`config.mk`:
```
export PLATFORM = sky130hd
export DESIGN_NAME = sort_scheduler
export DESIGN_NICKNAME = d
export VERILOG_FILES = /design/src/rtl/sort_scheduler.sv
export SDC_FILE = /design/constraint.sdc
export NUM_CORES = 1
export LEC_CHECK = 0
export BUFFER_PORTS_ARGS = -buffer_cell sky130_fd_sc_hd__buf_2
export CORE_AREA = 10 10 316 318
export CTS_CLUSTER_SIZE = 20
export DETAILED_ROUTE_END_ITERATION = 8
export DIE_AREA = 0 0 326 328
export SYNTH_ARGS = -nofsm -noshare
export SYNTH_HDL_FRONTEND = slang
export SYNTH_SLANG_ARGS = --single-unit
export TNS_END_PERCENT = 5
```
`constraint.sdc`:
```
create_clock -name clk -period 12.4 [get_ports clk]
set_input_delay 2.48 -clock clk [delete_from_list [all_inputs] [get_ports clk]]
set_output_delay 2.48 -clock clk [all_outputs]
set_load 0.1 [all_outputs]
```
`src/rtl/sort_scheduler.sv`:
```
// sort_scheduler: shares one 17-card hand sorter among N_REQ players.
// Pending requests are arbitrated round-robin. The winner's hand is sent to the
// sorter with a one-cycle start pulse. The sorted result is returned tagged with
// the requester ID.
// Optional feature macro: SORT_TIMEOUT_EN. When it is defined, a request in WAIT
// is aborted after SORT_TIMEOUT cycles without srt_done.
module sort_scheduler #(
    parameter int N_REQ        = 3,
    parameter int DATA_W       = 136,
    parameter int ID_W         = 2,
    parameter int SORT_TIMEOUT = 1023
) (
    input  logic                    clk,
    input  logic                    rst,
    input  logic [N_REQ-1:0]        req_i,
    input  logic [N_REQ*DATA_W-1:0] hand_i,
    output logic                    srt_start,
    output logic [DATA_W-1:0]       srt_data,
    input  logic                    srt_done,
    input  logic [DATA_W-1:0]       srt_result,
    output logic                    res_valid,
    output logic [DATA_W-1:0]       res_data,
    output logic [ID_W-1:0]         res_id,
    output logic                    busy,
    output logic [N_REQ-1:0]        pending_o,
    output logic                    err_timeout
);

    typedef enum logic [1:0] {
        S_IDLE  = 2'd0,
        S_START = 2'd1,
        S_WAIT  = 2'd2,
        S_STORE = 2'd3
    } state_t;

    state_t              state_q, state_d;
    logic [N_REQ-1:0]    pending_q, pending_d;
    logic [ID_W-1:0]     rr_q, rr_d;
    logic [ID_W-1:0]     grant_q, grant_d;
    logic                srt_start_q, srt_start_d;
    logic [DATA_W-1:0]   srt_data_q, srt_data_d;
    logic                res_valid_q, res_valid_d;
    logic [DATA_W-1:0]   res_data_q, res_data_d;
    logic [ID_W-1:0]     res_id_q, res_id_d;
    logic                busy_q, busy_d;
    logic                err_q, err_d;

    logic [ID_W-1:0]     win_s;
    logic [ID_W-1:0]     idx_s;
    logic                found_s;
    logic [N_REQ-1:0]    win_mask_s;
    logic [DATA_W-1:0]   sel_hand_s;

`ifdef SORT_TIMEOUT_EN
    localparam int CNT_W = $clog2(SORT_TIMEOUT + 1);
    logic [CNT_W-1:0]    cnt_q, cnt_d;
`endif

    // Round-robin search starting one past the last granted requester.
    always_comb begin
        win_s   = rr_q;
        idx_s   = rr_q;
        found_s = 1'b0;
        for (int unsigned i = 1; i <= N_REQ; i++) begin
            idx_s = ID_W'((32'(rr_q) + i) % N_REQ);
            if (!found_s && pending_q[idx_s]) begin
                found_s = 1'b1;
                win_s   = idx_s;
            end else begin
                found_s = found_s;
            end
        end
        win_mask_s = N_REQ'(1'b1) << win_s;
    end

    // Hand slice of the arbitration winner, selected with constant indices.
    always_comb begin
        sel_hand_s = '0;
        for (int k = 0; k < N_REQ; k++) begin
            if (win_s == ID_W'(k)) begin
                sel_hand_s = hand_i[k*DATA_W +: DATA_W];
            end else begin
                sel_hand_s = sel_hand_s;
            end
        end
    end

    // Next-state and registered-output logic of the scheduler FSM.
    always_comb begin
        state_d     = state_q;
        pending_d   = pending_q | req_i;
        rr_d        = rr_q;
        grant_d     = grant_q;
        srt_start_d = 1'b0;
        srt_data_d  = srt_data_q;
        res_valid_d = 1'b0;
        res_data_d  = res_data_q;
        res_id_d    = res_id_q;
        err_d       = 1'b0;
`ifdef SORT_TIMEOUT_EN
        cnt_d       = '0;
`endif
        case (state_q)
            S_IDLE: begin
                if (|pending_q) begin
                    // A request arriving in the grant cycle sets the bit again.
                    pending_d   = (pending_q & ~win_mask_s) | req_i;
                    grant_d     = win_s;
                    rr_d        = win_s;
                    srt_start_d = 1'b1;
                    srt_data_d  = sel_hand_s;
                    state_d     = S_START;
                end else begin
                    state_d = S_IDLE;
                end
            end
            S_START: begin
                state_d = S_WAIT;
            end
            S_WAIT: begin
                if (srt_done) begin
                    res_data_d  = srt_result;
                    res_id_d    = grant_q;
                    res_valid_d = 1'b1;
                    state_d     = S_STORE;
                end else begin
`ifdef SORT_TIMEOUT_EN
                    if (cnt_q == CNT_W'(SORT_TIMEOUT - 1)) begin
                        err_d   = 1'b1;
                        state_d = S_IDLE;
                    end else begin
                        cnt_d   = cnt_q + CNT_W'(1);
                        state_d = S_WAIT;
                    end
`else
                    state_d = S_WAIT;
`endif
                end
            end
            S_STORE: begin
                state_d = S_IDLE;
            end
            default: begin
                state_d = S_IDLE;
            end
        endcase
        busy_d = (state_d != S_IDLE);
    end

    // State and output registers with asynchronous reset.
    always_ff @(posedge clk or posedge rst) begin
        if (rst) begin
            state_q     <= S_IDLE;
            pending_q   <= '0;
            rr_q        <= ID_W'(N_REQ - 1);
            grant_q     <= '0;
            srt_start_q <= 1'b0;
            srt_data_q  <= '0;
            res_valid_q <= 1'b0;
            res_data_q  <= '0;
            res_id_q    <= '0;
            busy_q      <= 1'b0;
            err_q       <= 1'b0;
`ifdef SORT_TIMEOUT_EN
            cnt_q       <= '0;
`endif
        end else begin
            state_q     <= state_d;
            pending_q   <= pending_d;
            rr_q        <= rr_d;
            grant_q     <= grant_d;
            srt_start_q <= srt_start_d;
            srt_data_q  <= srt_data_d;
            res_valid_q <= res_valid_d;
            res_data_q  <= res_data_d;
            res_id_q    <= res_id_d;
            busy_q      <= busy_d;
            err_q       <= err_d;
`ifdef SORT_TIMEOUT_EN
            cnt_q       <= cnt_d;
`endif
        end
    end

    assign srt_start   = srt_start_q;
    assign srt_data    = srt_data_q;
    assign res_valid   = res_valid_q;
    assign res_data    = res_data_q;
    assign res_id      = res_id_q;
    assign busy        = busy_q;
    assign pending_o   = pending_q;
    assign err_timeout = err_q;

endmodule

```
Word level (Yosys, flattened, before mapping)
Cells that the tools add are included.
W data, S select, Z words.
- output and inout port bits: 281
- bits of input ports: 550
- logic and storage cells: 62
- register bits after elaboration: 286
- magnitude comparators: 3
- bitwise gates (word level): 4
- reductions and logical operators: 10
- add/sub/neg operators: 3
- div/mod/pow operators: 3
- shift operators: 1
- equal/unequal tests: 5
- mux-type cells: 23
- operators with widths (cell ; number):
    $mux W136 ; 3
    $mod A32 B2 Y32 const B ; 3
    $mux W1 ; 11
    $lt A2 B3 Y1 const B ; 3
    $pmux W2 S4 ; 1
    $add A2 B2 Y3 const B ; 2
    $bmux W1 S2 ; 3
    $eq A2 B2 Y1 const B ; 3
    $mux W2 ; 3
    $mux W3 ; 2
    $or A3 B3 Y3 ; 2
    $eq A2 B1 Y1 const B ; 2
    $logic_not A2 Y1 ; 2
    $reduce_and A2 Y1 ; 2
    $add A2 B1 Y3 const B ; 1
    $and A3 B3 Y3 ; 1
    $not A3 Y3 ; 1
    $reduce_or A3 Y1 ; 1
    $shl A1 B2 Y3 const A ; 1
    $logic_and A1 B1 Y1 ; 2
    $logic_not A1 Y1 ; 2
    $reduce_bool A2 Y1 ; 1

Longest topological paths before layout
Gate-level depths: netlist (run 1).
- depth in word-level cells: 17
- gate-level depth with buffers: 11
- depth with buffers taken out: 8

Worst setup path before layout (run 1)
OpenSTA, ideal clock, no wires.
- path type: input-to-reg
- start point: input srt_done
- end point: register res_data_q[85], in the netlist res_data[85]
- setup time: 0.125 ns
- path slack: 8.601 ns
- stages: 5
- arrival: 3.673 ns
- cell sequence: nand2_1 inv_1 clkbuf_1 clkbuf_1 mux2_2
- cells in the longest elaborated chain, start to end: 1
- RTL lines (what ; line ; RTL):
    start: declaration ; 19 ; input logic srt_done,
    $reduce_and A2 Y1 (no source line) ; - ;
    end signal: assignment ; 175 ; res_data_q <= res_data_d;
    end: declaration ; 43 ; logic [DATA_W-1:0] res_data_q, res_data_d;
No other way between the ends.
A chain may end at the register's enable or synchronous reset.

Final worst setup path (run 1)
- start point: input srt_done
- end point: register res_data_q[33], in the netlist res_data[33]
The elaborated chain is that of the path after synthesis.

==> impl_results.md, run 1 <==
* Layout Nets at about 2.5k
* Synth Warn # at 0
* Area leader, netlist: dfrtp_1
* Metal3 WL at ~4.3 mm
* Post-synthesis cell count at about 1.1k
* Post-CTS Setup Repair Bufs at 0
* Status: finished, final reports clean
* Vias in the first global route at approximately 13k
* Post-Synth XOR/XNOR Area at 0%
* Full die area at roughly 110,000 um2
* Grt ovf at 0
* Post-Route M1 WL at between 20 and 25 mm
* Setup_tns at 0 ns
* Core area at 93,000 um2
* Worst Clk Skew at roughly 0.0086 ns
* Initial Util at between 15 and 20%
* Register area share after synthesis at between 40% and 50%
* Iter 0 DRT Violations at 557
* Crit path DAT at slightly below 5 ns
* Post-Synth Adder-Cell Area at less than 1%
* Largest family of logic cells by synthesized area: multiplexers
* DRT Wirelength at 59.9 mm
* Crit. End Element: register
* Gpl congestion at just over 0.8
* Total GRT Usage at approximately a tenth
* Synth Flop Type: dfrtp_1
* Syn Std Cell Area at around 14,000 um2
* Slowest CP cell: buf_4
* Num Clock Sinks at between 200 and 300
* Final Hold Fails at 0
* Setup CP Type: primary input to register
* DR WL/cell at about 19 um
* Clock Tree Buf Depth at 3
* Post-synthesis simple-gate area fraction at between 10% and 20%
* Most frequent cells in the layout: 829 x buf_2, 284 x dfrtp_1, 143 x nand2_1
* # DRC at 0
* Worst-path fanout max at 77
* Synth async-reset ratio at 100%
* Cell variety after synth at 39
* Final max-slew violation count at 0
* CTS clk-pin slew, worst paths at 0.06 ns
* Actual slew at the worst max-slew pin at roughly 1.0 ns
* Synthesis-to-finish area growth at 43.9%
* Post-DP HPWL at 47.6 mm
* Area contributors post-synth: dfrtp_1 49%, mux2_2 11%, mux2i_1 9.5%
* DR pass1 iterations at 4
* Post-route ant nets at 0
* Share of post-route cells with drive strength above 1 at ~64%
* Commonest non-fill, non-tap cell in the layout: buf_2
* Clk Latency, worst-skew pair at roughly 0.56 ns
* Post-synthesis compound-gate area fraction at 12.0%
* Fin crit share at 35.6%
* Metal2 WL at a little over 30 mm
* Syn_area_per_cell at between 10 and 15 um2
* Rel. slew slack at around 32%
* Io pins at between 800 and 900
* Min cycle time layout at between 4 and 5 ns
* First-pass GRT wire length at 87.0 mm
* Largest net degree at the start of global routing at ~120
* Worst-path cell chain: buf_2 -> nand2_1 -> inv_4 -> buf_4 -> buf_4 -> mux2_2
* Post-synth EDFFs at 0
* Via count at between 10k and 15k
* Worst min path class: register to register
* Cell repeated most along the worst path: buf_4
* CP Launch Type: primary input
* Die width at between 300 and 400 um
* Clock root cell: clkbuf_16
* Top Metal Used: met4
* Final setup fails at 0
* Post-CTS sizing at 0
* DP Cell Count at approximately 3.1k
* CTS tree: yes
* Mux contribution to synthesized area at between 20% and 30%
* Final non-filler cell total at approximately 3.2k
* Post-Syn Nets at ~1.7k
* RSZ-0062 raised after global routing: false
* H-tree lvl count at 2
* Post-CTS Hold Buffers at 0
* Max Cap Violations at 0
* Post-synth top area share at between 40% and 50%
* Initial antenna violation count at 6
* CTS Buf Count at 36
* Die Y at roughly 330 um
* Worst R2R Setup Slack at between 8 and 9 ns
* Fmax at between 0.2 and 0.25 GHz
* Register bit total from synthesis at 285
* Crit-path max cell delay at ~0.86 ns
* Via/cell ratio at roughly 3.8
* # port buffers at 829
* # rows at between 100 and 150
* CP required at 12.84 ns
cell usage after synthesis (2+ instances only):
master,n
dfrtp_1,284
buf_2,11
ha_1,4
a21o_1,3
clkbuf_1,34
buf_12,11
nand3_2,100
mux2i_1,136
inv_1,9
nand2_1,143
o211ai_1,37
mux2_2,138
o21ai_0,7
o21ai_1,2
a22oi_1,2
nand3_1,39
o211ai_2,100
buf_4,26
buf_6,12
a22o_1,2
nor2b_1,2
nor3b_1,2
flip-flops by register name, indices dropped and copies added, names as in the netlist:
signal	flops
grant_q	1
state_q	2
rr_q	2
srt_data	136
res_valid	1
res_id	2
res_data	136
busy	1
srt_start	1
pending_o	3
final cells by class:
| class | instances | area [um2] |
|---|---|---|
| Tap cell | 1254 | 1570 |
| Fill cell | 10200 | 72300 |
| Clock buffer | 53 | 1030 |
| Multi-Input combinational cell | 732 | 6520 |
| Timing Repair Buffer | 843 | 4280 |
| Clock inverter | 10 | 135 |
| Antenna cell | 3 | 7.51 |
| Sequential cell | 285 | 7130 |
| Inverter | 10 | 52.6 |
final timing paths:
path,start,endpoint,cells past startpoint
max,srt_done,res_data[33],6
min,srt_data[70],srt_data[70],2
max reg2reg,rr_q[1],srt_data[83],10
min reg2reg,srt_data[70],srt_data[70],2
max in group asynchronous,rst,srt_data[30],4
min in group asynchronous,rst,res_data[41],2
routing by layer:
metal | global-route usage (%) | vias up
li1 | - | 5637
met1 | 11.6 | 5925
met2 | 18.7 | 540
met3 | 3.15 | 75
met4 | 3.91 | 0
met5 | 0 | -
cells by family after synthesis:
kind of cell / after synthesis
adders and majority gates: 4
buffers and inverters: 104
muxes: 274
and+or+nand+nor: 292
other: 1
AOI/OAI and AO/OA: 161
DFF: 285
metrics by stage:
stage          setup slack, ns  area [um2]  util [%]  hold WS, ns
6_report                  7.99       20700      22.3        0.475
2_1_floorplan             2.06       14400         -        0.444
3_3_place_gp              7.47       19600      21.0        0.461
3_5_place_dp              7.45       19600      21.0        0.467
5_1_grt                   7.84       20700      22.3        0.493
4_1_cts                   8.08       20700      22.3        0.480
worst max-delay path, delay by kind of cell:
family / cells / cell delay (ns)
simple gates: 1 / 0.11
buf+inv: 4 / 1.64
mux: 1 / 0.42
Power of run 1 is left out: the tool's default activity adds up to more than one toggle a clock period on the data nets, which glitch-free logic cannot reach.
==> inputs of run 2 (changes only) <==
- ABC_AREA: default -> 1
- clock period: 12.4 -> 4.1 ns (I/O delays scaled with it)
==> impl_results.md, run 2 <==
* Status: finished, final reports clean
* Worst min path class: primary input to async pin
* Core area at 93,000 um2 (unchanged)
* Crit path depth at 16 (+10)
* Post-CTS Hold Buffers at 0 (unchanged)
* Num Clock Sinks at 285 (unchanged)
* Register area share after synthesis at 46.6% (-3.0 points)
* Most frequent cells in the layout: 1,158 x nand2_1, 829 x buf_2, 284 x dfrtp_1
* DP Cell Count at 4,154 (+33%)
* Synth Warn # at 0 (unchanged)
* Register bit total from synthesis at 285 (unchanged)
* # port buffers at 829 (unchanged)
* # rows at 112 (unchanged)
* Initial antenna violation count at 103 (+97)
* Crit path buf inv count at 3 (-1)
* Slowest CP cell: nor2_4
* Via count at 17.4k (+43%)
* Post-layout util at 23.8% (+1.6 points)
* Final non-filler cell total at 4,246 (+33%)
* Area contributors post-synth: dfrtp_1 46%, nand2_1 28%, nand3b_1 6.6%
* Post-DP HPWL at 78.3 mm (+65%)
* Commonest non-fill, non-tap cell in the layout: nand2_1
* DR pass1 iterations at 8 (+4)
* Final setup fails at 0 (unchanged)
* Worst reg2reg path depth at 16 (+6)
* Io pins at 831 (unchanged)
* # DRC at 0 (unchanged)
* Cell repeated most along the worst path: nand2_1
* Clock root cell: clkbuf_16
* Commonest cells in the synthesized netlist: 1,159 x nand2_1, 284 x dfrtp_1, 187 x inv_1
* Iter 0 DRT Violations at 1,226 (+120%)
* Via/cell ratio at 4.09 (+7.1%)
* Final Hold Fails at 0 (unchanged)
* Setup CP Type: register to register
* First-pass GRT wire length at 132 mm (+52%)
* Post-Syn Nets at 2,730 (+63%)
* Worst-path cell chain: inv_1 -> ha_1 -> inv_2 -> nand2_1 -> nand3_1 -> nand2_2 -> nand3_1 -> nand3_1 -> nand2_2 -> nand2_8 -> nor2_4 -> buf_12 -> nand2_1 -> nand2_1 -> nand2_1 -> nand2_1
* Post-synthesis cell count at 2,176 (+94%)
* Clk Latency, worst-skew pair at 0.56 ns (about the same)
* Worst Clk Skew at 0.0165 ns (+0.00786 ns)
* Share of post-route cells with drive strength above 1 at 31.9% (-32 points)
* Post-synth EDFFs at 0 (unchanged)
* Gpl congestion at 0.922 (+12%)
* Clock Tree Buf Depth at 3 (unchanged)
* Crit path DAT at 3.95 ns (-0.90 ns)
* Fmax at ~0.29 GHz
* Layout Nets at 3,495 (+42%)
* Crit. End Element: register
* CTS Buf Count at 39 (+8.3%)
* Grt ovf at 0 (unchanged)
* Post-synth top area share at 46.4% (-3.0 points)
* CP required at 4.59 ns (-8.25 ns)
* Syn_area_per_cell at 7.04 um2 (-45%)
* Rel. slew slack at 13.2% (-19 points)
* Crit-path max cell delay at 0.95 ns (+0.09 ns)
* Area leader, netlist: dfrtp_1
* Synthesis-to-finish area growth at 44.8%
* DRT Wirelength at 96.4 mm (+61%)
* Vias in the first global route at 17.2k (+29%)
* CTS tree: yes
* Post-route ant nets at 0 (unchanged)
* H-tree lvl count at 2 (unchanged)
* Total GRT Usage at 17.1% (+6.6 points)
* Die width at 326 um (unchanged)
* Setup_tns at 0 ns (unchanged)
* Count leader, synth: nand2_1
* Worst-path fanout max at 42 (-45%)
* Synth Flop Type: dfrtp_1
* Largest delay share family, worst path: simple AND/OR/NAND/NOR gates
* Largest net degree at the start of global routing at 154 (+34%)
* Synth async-reset ratio at 100% (unchanged)
* CP Launch Type: register
* CTS clk-pin slew, worst paths at 0.06 ns (about the same)
* DR WL/cell at 22.7 um (+21%)
* Initial Util at 16.5% (+0.99 points)
* Full die area at 107,000 um2 (unchanged)
* Final max-slew violation count at 0 (unchanged)
* Fin crit share at 84.3%
* Die Y at 328 um (unchanged)
* Actual slew at the worst max-slew pin at 1.30 ns (+0.287 ns)
* Cell variety after synth at 28 (-28%)
* Syn Std Cell Area at 15,300 um2 (+6.4%)
* Post-CTS sizing at 0 (unchanged)
* Min cycle time layout at 3.46 ns
* RSZ-0062 raised after global routing: false
* Post-CTS Setup Repair Bufs at 0 (unchanged)
* Max Cap Violations at 0 (unchanged)
==> run 2: changes by cell type after synthesis, moves of 47 or more <==
cell      previous run  this run
nand3_2            100         1
inv_1                9       187
nand3b_1             0       135
o211ai_2           100         0
nand2_1            143      1159
nor2_1               1        48
mux2i_1            136         0
mux2_2             138         0
o21ai_0              7        62
==> run 2: per-stage QoR <==
stage          area (um2)  hold WS (ns)  setup WS (ns)
5_1_grt             22200         0.410          0.314
4_1_cts             22100         0.369          0.540
3_3_place_gp        20800         0.457          0.633
2_1_floorplan       15300         0.499         -0.496
6_report            22200         0.394          0.643
3_5_place_dp        20800         0.459          0.567
==> run 2: kinds of logic (layout without fill, tap and decap cells) <==
| logic type | count (synthesis) | after routing | share of synthesized area (%) |
|---|---|---|---|
| other | 1 | 23 | 0.0245 |
| AOI/OAI and AO/OA | 149 | 149 | 5.65 |
| buffers and inverters | 330 | 1124 | 9.03 |
| DFF | 285 | 285 | 46.6 |
| and+or+nand+nor | 1407 | 1407 | 38.4 |
| adders and majority gates | 4 | 4 | 0.327 |
==> run 2: area by class of cell <==
class                           count  area, um2
Tap cell                         1254       1570
Antenna cell                       22       55.1
Inverter                          192        729
Multi-Input combinational cell   1561       6860
Timing Repair Buffer              862       4550
Fill cell                       10700      70900
Clock inverter                      9       60.1
Sequential cell                   285       7130
Clock buffer                       61       1240
==> run 2: worst reg2reg max path, cell delays in order (launching register included) <==
cell and delay [ns]:
dfstp_2 0.55, inv_1 0.06, ha_1 0.39, inv_2 0.12, nand2_1 0.06, nand3_1 0.08, nand2_2 0.10, nand3_1 0.11
nand3_1 0.12, nand2_2 0.14, nand2_8 0.09, nor2_4 0.95, buf_12 0.36, nand2_1 0.09, nand2_1 0.06, nand2_1 0.06
nand2_1 0.05
==> run 2: metal layers <==
metal	part of all wire, %	GRT usage, %	wire, um	vias to the layer above
met5	0.51	0	495	-
met4	3.3	4.58	3140	72
met3	9.1	6.67	8720	231
met2	46	28.4	44800	766
met1	41	20.3	39200	8096
li1	-	-	-	8195
==> run 2: path summary, 6_finish.rpt <==
check	slack (ns)	startpoint	to
setup / recovery	0.64	rr_q[1]	srt_data[29]
hold / removal	0.39	rst	res_data[122]
setup reg to reg	0.64	rr_q[1]	srt_data[29]
hold reg to reg	0.47	srt_data[3]	srt_data[3]
max in group asynchronous	2.72	rst	srt_data[30]
min in group clk	0.45	srt_result[21]	res_data[21]
Power of run 2 is left out for the same reason.
